## src/rtl/viterbi_chan_pkg.sv

```systemverilog
// viterbi_chan_pkg
// Shared types and helpers for the channel-impairment blocks in the
// tx/rx Viterbi harness.
//   inj_state_t : injector FSM states (IDLE / BURST / GAP)
//   inj_mode_t  : error-mask selection codes on mode_i
//   LFSR_TAPS   : feedback taps of the 16-bit Fibonacci LFSR,
//                 x^16 + x^14 + x^13 + x^11 + 1
//   popcount8   : number of set bits in an 8-bit vector
package viterbi_chan_pkg;

  typedef enum logic [1:0] {
    INJ_IDLE  = 2'd0,
    INJ_BURST = 2'd1,
    INJ_GAP   = 2'd2
  } inj_state_t;

  typedef enum logic [1:0] {
    MODE_PASS = 2'd0,
    MODE_LFSR = 2'd1,
    MODE_ROT  = 2'd2,
    MODE_ALL  = 2'd3
  } inj_mode_t;

  // The shift register moves toward the MSB. The exponents 16, 14, 13 and 11
  // map to state bits 15, 13, 12 and 10.
  localparam logic [15:0] LFSR_TAPS = 16'hB400;

  function automatic logic [3:0] popcount8(input logic [7:0] v);
    logic [3:0] n;
    n = '0;
    for (int i = 0; i < 8; i++) begin
      n = n + {3'b000, v[i]};
    end
    return n;
  endfunction

endpackage

```

## src/rtl/chan_lfsr16.sv

```systemverilog
// chan_lfsr16
// 16-bit Fibonacci LFSR. Later noise blocks reuse it as a generic
// pseudo-random source.
//   clk   : clock, rising edge
//   rst   : synchronous active-low reset; loads seed
//   seed  : reload value, must be nonzero
//   load  : reload seed this cycle; takes priority over adv
//   adv   : advance one step this cycle
//   value : current register contents
module chan_lfsr16
  import viterbi_chan_pkg::*;
(
  input  logic        clk,
  input  logic        rst,
  input  logic [15:0] seed,
  input  logic        load,
  input  logic        adv,
  output logic [15:0] value
);

  logic [15:0] lfsr_q;
  logic        fb;

  assign fb    = ^(lfsr_q & LFSR_TAPS);
  assign value = lfsr_q;

  always_ff @(posedge clk) begin
    if (!rst) begin
      lfsr_q <= seed;
    end else if (load) begin
      lfsr_q <= seed;
    end else if (adv) begin
      lfsr_q <= {lfsr_q[14:0], fb};
    end
  end

endmodule

```

## src/rtl/viterbi_chan_inj.sv

```systemverilog
// viterbi_chan_inj
// Channel-impairment stage placed between the convolutional encoder and the
// Viterbi decoder. It registers each encoded symbol and corrupts the first
// b_l symbols of every p_l-symbol period while run_i is high.
//
// Stream handshake: the stream has no ready signal. A symbol transfers on
// every rising edge where valid_i is 1. valid_o repeats valid_i exactly one
// cycle later. Nothing back-pressures this stage.
//
// Ports
//   clk, rst        : clock; synchronous active-low reset
//   valid_i, sym_i  : input symbol stream
//   run_i           : injection enable (level)
//   clr_i           : synchronous clear of the statistics counters
//   mode_i          : 0 pass, 1 LFSR bit, 2 rotating bit, 3 all bits
//   period_i        : symbols per period (0 = no injection)
//   burst_i         : corrupted symbols at the start of each period
//   valid_o, sym_o  : registered stream, sym_o = sym_i ^ err_mask_o
//   err_mask_o      : bits flipped in sym_o
//   inj_o           : sym_o is corrupted this cycle
//   err_cnt_o       : corrupted symbols since clear (saturating)
//   bit_err_cnt_o   : flipped bits since clear (saturating)
//   sym_cnt_o       : valid symbols seen while running (saturating)
//   dbg_state_o     : current injector FSM state (inj_state_t encoding)
//
// Build option: define CHAN_INJ_STATS_EN to implement the statistics
// counters. Without it the three counters read 0 and clr_i has no effect.
module viterbi_chan_inj
  import viterbi_chan_pkg::*;
#(
  parameter int          SYM_W     = 2,
  parameter int          PER_W     = 8,
  parameter int          CNT_W     = 16,
  parameter logic [15:0] LFSR_SEED = 16'hACE1
) (
  input  logic             clk,
  input  logic             rst,
  input  logic             valid_i,
  input  logic [SYM_W-1:0] sym_i,
  input  logic             run_i,
  input  logic             clr_i,
  input  logic [1:0]       mode_i,
  input  logic [PER_W-1:0] period_i,
  input  logic [PER_W-1:0] burst_i,
  output logic             valid_o,
  output logic [SYM_W-1:0] sym_o,
  output logic [SYM_W-1:0] err_mask_o,
  output logic             inj_o,
  output logic [CNT_W-1:0] err_cnt_o,
  output logic [CNT_W-1:0] bit_err_cnt_o,
  output logic [CNT_W-1:0] sym_cnt_o,
  output logic [1:0]       dbg_state_o
);

  localparam int ROT_W = (SYM_W > 1) ? $clog2(SYM_W) : 1;
  localparam logic [SYM_W-1:0] ONE_HOT0 = SYM_W'(1);
  localparam logic [ROT_W-1:0] ROT_LAST = ROT_W'(SYM_W - 1);

  inj_state_t       state, state_nxt;
  logic [PER_W-1:0] pos, pos_nxt;
  logic [PER_W-1:0] p_l, p_nxt;
  logic [PER_W-1:0] b_l, b_nxt;
  logic [ROT_W-1:0] rot;
  logic [15:0]      lfsr;
  logic [15:0]      lfsr_idx;
  logic             lfsr_load;
  logic [SYM_W-1:0] mask;
  logic             new_burst;

  assign dbg_state_o = state;

  // ---------------- LFSR ----------------
  // The LFSR steps on every accepted symbol. It is reseeded when the FSM
  // leaves IDLE, so every run starts from the same sequence.
  assign lfsr_load = (state == INJ_IDLE) && run_i;

  chan_lfsr16 u_lfsr (
    .clk   (clk),
    .rst   (rst),
    .seed  (LFSR_SEED),
    .load  (lfsr_load),
    .adv   (valid_i),
    .value (lfsr)
  );

  // ---------------- error mask ----------------
  always_comb begin
    mask     = '0;
    lfsr_idx = lfsr % 16'(SYM_W);
    if (state == INJ_BURST) begin
      case (inj_mode_t'(mode_i))
        MODE_PASS: mask = '0;
        MODE_LFSR: mask = ONE_HOT0 << lfsr_idx;
        MODE_ROT:  mask = ONE_HOT0 << rot;
        MODE_ALL:  mask = '1;
        default:   mask = '0;
      endcase
    end
  end

  // ---------------- FSM / position ----------------
  // A newly latched period starts in BURST only if both its period and its
  // burst are nonzero. A zero in either one holds the FSM in GAP. In that
  // case the FSM re-latches on every symbol, so new settings take effect
  // at once.
  assign new_burst = (period_i != '0) && (burst_i != '0);

  always_comb begin
    state_nxt = state;
    pos_nxt   = pos;
    p_nxt     = p_l;
    b_nxt     = b_l;
    if (!run_i) begin
      state_nxt = INJ_IDLE;
      pos_nxt   = '0;
    end else if (state == INJ_IDLE) begin
      pos_nxt   = '0;
      p_nxt     = period_i;
      b_nxt     = burst_i;
      state_nxt = new_burst ? INJ_BURST : INJ_GAP;
    end else if (valid_i) begin
      if ((p_l == '0) || (b_l == '0) || (pos == p_l - 1'b1)) begin
        pos_nxt   = '0;
        p_nxt     = period_i;
        b_nxt     = burst_i;
        state_nxt = new_burst ? INJ_BURST : INJ_GAP;
      end else begin
        pos_nxt   = pos + 1'b1;
        state_nxt = (pos_nxt < b_l) ? INJ_BURST : INJ_GAP;
      end
    end
  end

  always_ff @(posedge clk) begin
    if (!rst) begin
      state <= INJ_IDLE;
      pos   <= '0;
      p_l   <= '0;
      b_l   <= '0;
    end else begin
      state <= state_nxt;
      pos   <= pos_nxt;
      p_l   <= p_nxt;
      b_l   <= b_nxt;
    end
  end

  // ---------------- output register ----------------
  // sym_o and err_mask_o hold between symbols. inj_o is a one-cycle flag
  // that marks only the cycle that carries the corrupted symbol.
  always_ff @(posedge clk) begin
    if (!rst) begin
      valid_o    <= 1'b0;
      sym_o      <= '0;
      err_mask_o <= '0;
      inj_o      <= 1'b0;
      rot        <= '0;
    end else begin
      valid_o <= valid_i;
      if (valid_i) begin
        sym_o      <= sym_i ^ mask;
        err_mask_o <= mask;
        inj_o      <= |mask;
        if ((state == INJ_BURST) && (mode_i == MODE_ROT)) begin
          rot <= (rot == ROT_LAST) ? '0 : rot + 1'b1;
        end
      end else begin
        inj_o <= 1'b0;
      end
    end
  end

  // ---------------- statistics ----------------
`ifdef CHAN_INJ_STATS_EN
  localparam logic [CNT_W-1:0] CNT_MAX = '1;

  logic             count_en;
  logic [3:0]       mask_bits;
  logic [CNT_W+3:0] bit_sum;

  assign count_en  = valid_i && (state != INJ_IDLE);
  assign mask_bits = popcount8(8'(mask));
  // The sum has four extra bits, so an overflow of the popcount add is
  // visible and the counter can clamp instead of wrapping.
  assign bit_sum   = {4'b0000, bit_err_cnt_o} + {{CNT_W{1'b0}}, mask_bits};

  always_ff @(posedge clk) begin
    if (!rst) begin
      err_cnt_o     <= '0;
      bit_err_cnt_o <= '0;
      sym_cnt_o     <= '0;
    end else if (clr_i) begin
      err_cnt_o     <= '0;
      bit_err_cnt_o <= '0;
      sym_cnt_o     <= '0;
    end else if (count_en) begin
      if (sym_cnt_o != CNT_MAX) begin
        sym_cnt_o <= sym_cnt_o + 1'b1;
      end
      if ((|mask) && (err_cnt_o != CNT_MAX)) begin
        err_cnt_o <= err_cnt_o + 1'b1;
      end
      bit_err_cnt_o <= (bit_sum[CNT_W+3:CNT_W] != 4'b0000) ? CNT_MAX
                                                           : bit_sum[CNT_W-1:0];
    end
  end
`else
  logic unused_clr;
  assign unused_clr    = clr_i;
  assign err_cnt_o     = '0;
  assign bit_err_cnt_o = '0;
  assign sym_cnt_o     = '0;
`endif

endmodule
```

## config.mk

```make
export PLATFORM = sky130hd
export DESIGN_NAME = viterbi_chan_inj
export DESIGN_NICKNAME = d
export VERILOG_FILES = /design/src/rtl/viterbi_chan_pkg.sv /design/src/rtl/chan_lfsr16.sv /design/src/rtl/viterbi_chan_inj.sv
export SDC_FILE = /design/constraint.sdc
export NUM_CORES = 1
export LEC_CHECK = 0
export BUFFER_PORTS_ARGS = -buffer_cell sky130_fd_sc_hd__buf_2
export CORE_MARGIN = 5
export CORE_UTILIZATION = 52
export DETAILED_ROUTE_END_ITERATION = 16
export MAX_ROUTING_LAYER = met4
export PLACE_DENSITY = 0.79
export SLEW_MARGIN = 20
export SYNTH_ARGS = -nofsm -noshare
export SYNTH_HDL_FRONTEND = slang
export SYNTH_SLANG_ARGS = --single-unit
```

## constraint.sdc

```tcl
create_clock -name clk -period 4.5 [get_ports clk]
set_clock_uncertainty 0.2 [all_clocks]
set_input_delay 0.225 -clock clk [delete_from_list [all_inputs] [get_ports clk]]
set_output_delay 0.225 -clock clk [all_outputs]
set_load 0.03 [all_outputs]
```

==> flow_metrics.py, run 1 <==
metrics = {
    "synthesis": {
        "synthArstFlopShare": 0,
        "seq_area_frac_synth": 0.328,
        "synth_cells": 353,
        "synth-edff-count": 0,
        "avgSynthCellArea_um2": 8.47,
        "synth_cell_type_count": 43,
        "synth-main-ff-cell": "dfxtp_1",
        "synth-seq-cells": 49,
        "syn_area_mm2": 0.00299,
        "yosysWarnings": 0,
    },
    "clock_tree": {
        "path_clk_slew_ns": 0.10,
        "cts_sinks": 49,
        "cts_tree": "yes",
        "cts_buffers": 5,
        "clockBufferDepth": 2,
        "insertion_delay_ns": 0.31,
        "cts-root-buf": "clkbuf_8",
        "h-tree-depth": 2,
        "cts_resized": 0,
    },
    "cells_and_area": {
        "finalNetCount": 427,
        "num_antenna_cells": 0,
        "layout-drive-gt1-share": 0.126,
        "post-route-util": 0.583,
        "area_growth_syn_to_layout_pct": 8.08,
    },
    "setup_path": {
        "r2r_end": "p_l[2]",
        "crit_type": "reg2reg",
        "worstRegToRegCells": 8,
        "rr_startpoint": "p_l[0]",
        "startpoint_type": "flip-flop",
        "critPathMaxFanout": 15,
        "reg2reg_slack_ns": 1.80,
        "cp.arrival_ns": 2.67,
        "crit_path_end_kind": "flip-flop",
        "crit_required_ns": 4.46,
    },
    "flow_run": {
        "maxCapViolations": 0,
    },
    "sta": {
        "tns_ns": 0,
        "hold_viol": 0,
        "setup_viol": 0,
        "maxSlewViolCount": 0,
        "min_period_over_period": 0.601,
        "fin_ws_ns": 1.80,
        "rsz0062_at_grt": "false",
        "max_freq_mhz": 370,
        "slew_headroom": 0.431,
        "tightest_slew_ns": 0.853,
        "min_period_ns": 2.70,
    },
    "hold_path": {
        "hold_end": "p_l[2]",
        "min-delay-start": "period_i[2]",
        "hold_depth": 3,
        "hold_class": "in2reg",
    },
    "detailed_routing": {
        "drc": 0,
        "wl_per_cell_um": 14.0,
        "totalWireLength_um": 6480,
        "ant_nets": 0,
        "vias_per_cell": 5.40,
        "vias": 2495,
        "dr.pass1.iters": 5,
        "drt_iter0_markers": 158,
    },
    "floorplan": {
        "die_y_um": 85.8,
        "rows": 27,
        "dieWidth_um": 85.8,
        "boundaryPins": 81,
        "start_util": 0.540,
        "core_region_area_mm2": 0.00554,
        "die-area_mm2": 0.00737,
    },
    "place": {
        "place.gp.congestion": 0.873,
        "dp_hpwl_um": 4570,
        "port_buffers": 31,
        "pre_cts_ws_ns": 1.84,
    },
    "power": {
        "p_leak_nw": 1.39,
        "switching_share": 0.338,
        "p_seq_frac": 0.441,
        "comb_power_share": 0.257,
        "ir_drop_v": 0.000226,
        "pwr-share-clk": 0.302,
        "p_switching_w": 0.000368,
        "p_int_w": 0.000720,
        "p_per_area_mw_per_mm2": 337,
    },
    "global_route": {
        "grt_pass1_vias": 2262,
        "grt_pass1_wl_um": 10400,
        "antenna_found_initial": 0,
        "grt_start_max_net_pins": 46,
        "grt_usage": 0.179,
        "overflow": 0,
    },
    "status": {
        "status": "completed",
    },
}
==> routing by layer <==
| layer | part of all wire | vias to the layer above | track usage |
|---|---|---|---|
| met5 | 0 | - | - |
| met4 | 0.027 | 0 | 0.0777 |
| met1 | 0.42 | 1175 | 0.220 |
| li1 | - | 1195 | - |
| met2 | 0.50 | 104 | 0.288 |
| met3 | 0.052 | 21 | 0.0288 |
==> registers in the layout, indices dropped and copies added (netlist names) <==
name and flops:
u_lfsr.value 16, b_l 8, p_l 8, pos 8, dbg_state_o 2, err_mask_o 2, sym_o 2, inj_o 1
rot 1, valid_o 1
==> placed cells by master (no fill, tap or decap), types with 2 or more instances in the layout <==
cell / netlist / final
a21oi_1: 30 / 30
inv_1: 13 / 13
a211oi_1: 3 / 3
nor4_1: 7 / 7
conb_1: 1 / 48
nor2_1: 22 / 22
nand2b_1: 9 / 9
a21o_1: 2 / 2
dfxtp_1: 49 / 49
dlygate4sd3_1: 0 / 13
nand3_1: 15 / 15
mux2i_1: 19 / 19
ha_1: 13 / 13
or3_1: 10 / 10
o21a_1: 2 / 2
xnor2_1: 14 / 14
nor2b_1: 2 / 2
xor2_1: 7 / 7
clkbuf_8: 0 / 5
nor3_1: 3 / 3
o21ai_0: 19 / 19
a22oi_1: 2 / 2
buf_2: 0 / 31
o211ai_1: 10 / 10
nand2_1: 22 / 22
==> kinds of logic (layout without fill, tap and decap cells) <==
family          after synthesis  count (layout)  synth area share
flops                        49              49             0.328
compound gates               77              77             0.166
fa+ha+maj                    13              13            0.0544
xor+xnor                     21              21            0.0615
other cells                   1              48           0.00125
simple gates                 98              98             0.166
buf+inv                      75              65             0.159
mux                          19              19            0.0636
==> metrics by stage <==
stage,cell area (um2),hold WS (ns),total power (W),instances
after floorplan,3170,0.158,0.000739,400
after global placement,2980,0.253,0.000747,441
after detailed placement,2980,0.268,0.000753,441
after CTS,3230,0.00171,0.00109,462
after global routing,3230,0.00961,0.00114,462
final,3230,0.00140,0.00109,462
==> power by group through the flow <==
stage	Combinational (W)	Sequential (W)	Clock, W
4_1_cts	0.000275	0.000480	0.000338
3_3_place_gp	0.000258	0.000489	0
3_5_place_dp	0.000264	0.000490	0
2_1_floorplan	0.000248	0.000491	0
6_report	0.000279	0.000480	0.000329
5_1_grt	0.000306	0.000483	0.000353
==> worst max-delay path, cell delays in order, from the launching register on <==
cell and delay [ns]:
dfxtp_1 0.45, inv_1 0.11, ha_1 0.28, o21ba_2 0.22, a221o_2 0.39, a22oi_1 0.31, a31oi_4 0.26, o211ai_1 0.24
a21oi_1 0.09
==> how the worst max path moves through the flow <==
stage / start / to / depth (start not counted)
detailed placement: p_l[0] / b_l[0] / 8
finish: p_l[0] / p_l[2] / 8
CTS: p_l[0] / p_l[2] / 8
floorplan: p_l[0] / p_l[7] / 9
global placement: p_l[0] / b_l[0] / 8
global route: p_l[0] / p_l[4] / 8
==> synthesized netlist by cell type, drive strengths merged (2+ instances only) <==
cell type / instances / area (um2)
a211oi: 4 / 42.5
a21o: 2 / 15.0
a21oi: 30 / 150
a22oi: 2 / 15.0
buf: 53 / 394
clkbuf: 9 / 33.8
dfxtp: 49 / 981
ha: 13 / 163
inv: 13 / 48.8
mux2i: 19 / 190
nand2: 23 / 88.8
nand2b: 9 / 56.3
nand3: 15 / 75.1
nor2: 22 / 82.6
nor2b: 2 / 12.5
nor3: 3 / 15.0
nor4: 7 / 43.8
o211ai: 10 / 75.1
o21a: 2 / 15.0
o21ai: 20 / 104
or3: 11 / 73.8
xnor2: 14 / 123
xor2: 7 / 61.3
==> cell type report <==
cell class / count / area [um2]
fillers: 499 / 2310
flip-flops and latches: 49 / 981
well taps: 72 / 90.1
clock inverters: 3 / 48.8
repair buffers: 44 / 285
inverters: 13 / 48.8
clock buffers: 5 / 68.8
multi-input cells: 276 / 1710
==> what timing repair did <==
item                                   CTS  global route
setup buffers                            0             0
hold buffers                            13             0
endpoints found under the hold margin   13             0
Power figures use the tool's default switching activity.
==> run 2: changes to the inputs <==
--- a/config.mk
+++ b/config.mk
@@ -5,6 +5,7 @@
 export SDC_FILE = /design/constraint.sdc
 export NUM_CORES = 1
 export LEC_CHECK = 0
+export ABC_AREA = 1
 export BUFFER_PORTS_ARGS = -buffer_cell sky130_fd_sc_hd__buf_2
 export CORE_MARGIN = 5
 export CORE_UTILIZATION = 52
==> constraint.sdc (replaced) <==
create_clock -name clk -period 2.7 [get_ports clk]
set_clock_uncertainty 0.2 [all_clocks]
set_input_delay 0.135 -clock clk [delete_from_list [all_inputs] [get_ports clk]]
set_output_delay 0.135 -clock clk [all_outputs]
set_load 0.03 [all_outputs]
==> flow_metrics.py, run 2 <==
metrics = {
    "synthesis": {
        "syn_area_mm2": 0.00293,
        "synth_top_area_share": 0.335,
        "synth-seq-cells": 49,
        "synth-edff-count": 0,
        "synth_area_leaders": "dfxtp_1 (33%), buf_4 (12%), nand2_1 (11%), nor2_1 (7.4%), inv_1 (5.6%)",
        "yosysWarnings": 0,
        "synthArstFlopShare": 0,
        "avgSynthCellArea_um2": 6.96,
        "synth_top_cell_by_area": "dfxtp_1",
        "synth_cells": 421,
        "synth_common_cells": "nand2_1 (88), nor2_1 (58), dfxtp_1 (49), buf_4 (48), inv_1 (44)",
        "seq_area_frac_synth": 0.335,
        "synth_cell_type_count": 31,
        "yosysMostFrequentCell": "nand2_1",
        "synth-main-ff-cell": "dfxtp_1",
    },
    "sta": {
        "tns_ns": 0,
        "holdWs_ns": 0.0446,
        "maxSlewViolCount": 0,
        "hold_viol": 0,
        "slew_headroom": 0.589,
        "min_period_over_period": 0.881,
        "max_freq_mhz": 420,
        "rsz0062_at_grt": "false",
        "min_period_ns": 2.38,
        "setup_viol": 0,
        "fin_ws_ns": 0.321,
        "tightest_slew_ns": 0.611,
    },
    "clock_tree": {
        "clockBufferDepth": 2,
        "cts_tree": "yes",
        "h-tree-depth": 2,
        "cts_buffers": 5,
        "post_cts_buffers": 0,
        "cts-root-buf": "clkbuf_8",
        "insertion_delay_ns": 0.31,
        "cts_sinks": 49,
        "path_clk_slew_ns": 0.10,
    },
    "place": {
        "dp_hpwl_um": 4690,
        "pre_cts_ws_ns": 0.263,
        "place.gp.congestion": 0.874,
        "port_buffers": 31,
    },
    "setup_path": {
        "cp.arrival_ns": 2.38,
        "crit_type": "reg2reg",
        "crit_path_end_kind": "flip-flop",
        "critPathMaxFanout": 4,
        "crit_required_ns": 2.70,
        "startpoint_type": "flip-flop",
    },
    "detailed_routing": {
        "wl_per_cell_um": 11.7,
        "dr.pass1.iters": 4,
        "vias_per_cell": 4.78,
        "drc": 0,
        "vias": 2601,
        "ant_nets": 0,
        "totalWireLength_um": 6380,
        "drt_iter0_markers": 122,
    },
    "cells_and_area": {
        "finalNetCount": 509,
        "layout-drive-gt1-share": 0.110,
        "largest_register_ffs": 16,
        "num_antenna_cells": 0,
        "area_growth_syn_to_layout_pct": 12.1,
        "final_cell_mix": "nand2_1 (88), nor2_1 (58), conb_1 (48), dfxtp_1 (48), inv_1 (44)",
        "layout_commonest_cell": "nand2_1",
    },
    "global_route": {
        "grt_usage": 0.185,
        "grt_start_max_net_pins": 29,
        "grt_pass1_wl_um": 10800,
        "antenna_found_initial": 0,
        "grt_pass1_vias": 2431,
        "overflow": 0,
    },
    "status": {
        "status": "completed",
    },
    "floorplan": {
        "start_util": 0.532,
        "boundaryPins": 81,
        "rows": 27,
        "dieWidth_um": 85.1,
        "die_y_um": 85.1,
        "core_region_area_mm2": 0.00551,
        "die-area_mm2": 0.00723,
    },
    "power": {
        "p_per_area_mw_per_mm2": 558,
        "ir_drop_v": 0.000436,
        "p_leak_nw": 1.61,
    },
    "hold_path": {
        "hold_class": "in2reg",
    },
    "flow_run": {
        "maxCapViolations": 0,
    },
}
## run 2: cell types whose count changed in the layout (fill, tap and decap cells not counted), sizes merged, moves of 9 or more
cell	before	now
o211ai	10	0
inv	14	47
or3	11	0
mux2i	19	0
nand2b	9	0
nor2	22	59
nand2	23	90
## run 2: layout make-up
type                    count  area, um2
multi-input cells         315       1540
clock buffers               5       68.8
well taps                  72       90.1
inverters                  47        179
clock inverters             3       50.0
fillers                   497       2220
flip-flops and latches     49        982
repair buffers             53        370
## run 2: worst paths after layout
check,from,end,slack (ns),cells past startpoint
worst min register to register,u_lfsr.value[8],u_lfsr.value[9],0.26,2
worst max register to register,pos[1],dbg_state_o[0],0.32,14
worst max-delay path,pos[1],dbg_state_o[0],0.32,14
worst min-delay path,rst,b_l[1],0.04,3
## run 2: repair_timing
action | in CTS | in global routing
hold buffers | 20 | 0
endpoints found under the hold margin | 23 | 0
gates resized for setup | 0 | 2
setup endpoints to repair | 0 | 2
## run 2: routing by layer
layer,vias up,routed length (um),GRT usage
met2,73,3170,0.318
met1,1184,2800,0.222
met4,0,117,0.0504
met3,14,300,0.0311
li1,1330,-,-
met5,-,0,-
## run 2: stage by stage
stage	util	cells	area, um2	total power [W]
floorplan	-	468	3110	0.00123
global route	0.596	544	3280	0.00193
global placement	0.537	516	2960	0.00125
finish	0.596	544	3280	0.00183
CTS	0.595	544	3280	0.00184
detailed placement	0.537	516	2960	0.00127
## run 2: logic make-up (layout without fill, tap and decap cells)
kind of cell | Yosys count | in the layout | synth area share
flip-flops | 49 | 49 | 0.335
AO/OA/AOI/OAI | 54 | 54 | 0.0961
AND/OR/NAND/NOR | 184 | 184 | 0.264
buffers and inverters | 104 | 108 | 0.200
adder cells (fa/ha/maj) | 13 | 13 | 0.0555
XOR/XNOR | 16 | 16 | 0.0478
other | 1 | 48 | 0.00128
## run 2: where the power goes
| group | internal (W) | switching [W] | leakage (nW) |
|---|---|---|---|
| registers | 0.000770 | 0.0000424 | 0.403 |
| logic | 0.000148 | 0.000317 | 1.15 |
| clock network | 0.000284 | 0.000270 | 0.0603 |
## run 2: critical path: stages (launching register included)
cell	delay, ns
dfxtp_1	0.40
ha_1	0.19
nand2_1	0.06
inv_1	0.08
nand2_1	0.09
nor3_2	0.15
xor2_1	0.13
ha_1	0.32
inv_1	0.05
nor3_1	0.17
nand2_1	0.08
nand3_1	0.07
nand4_1	0.09
nand3_1	0.13
a21oi_1	0.07
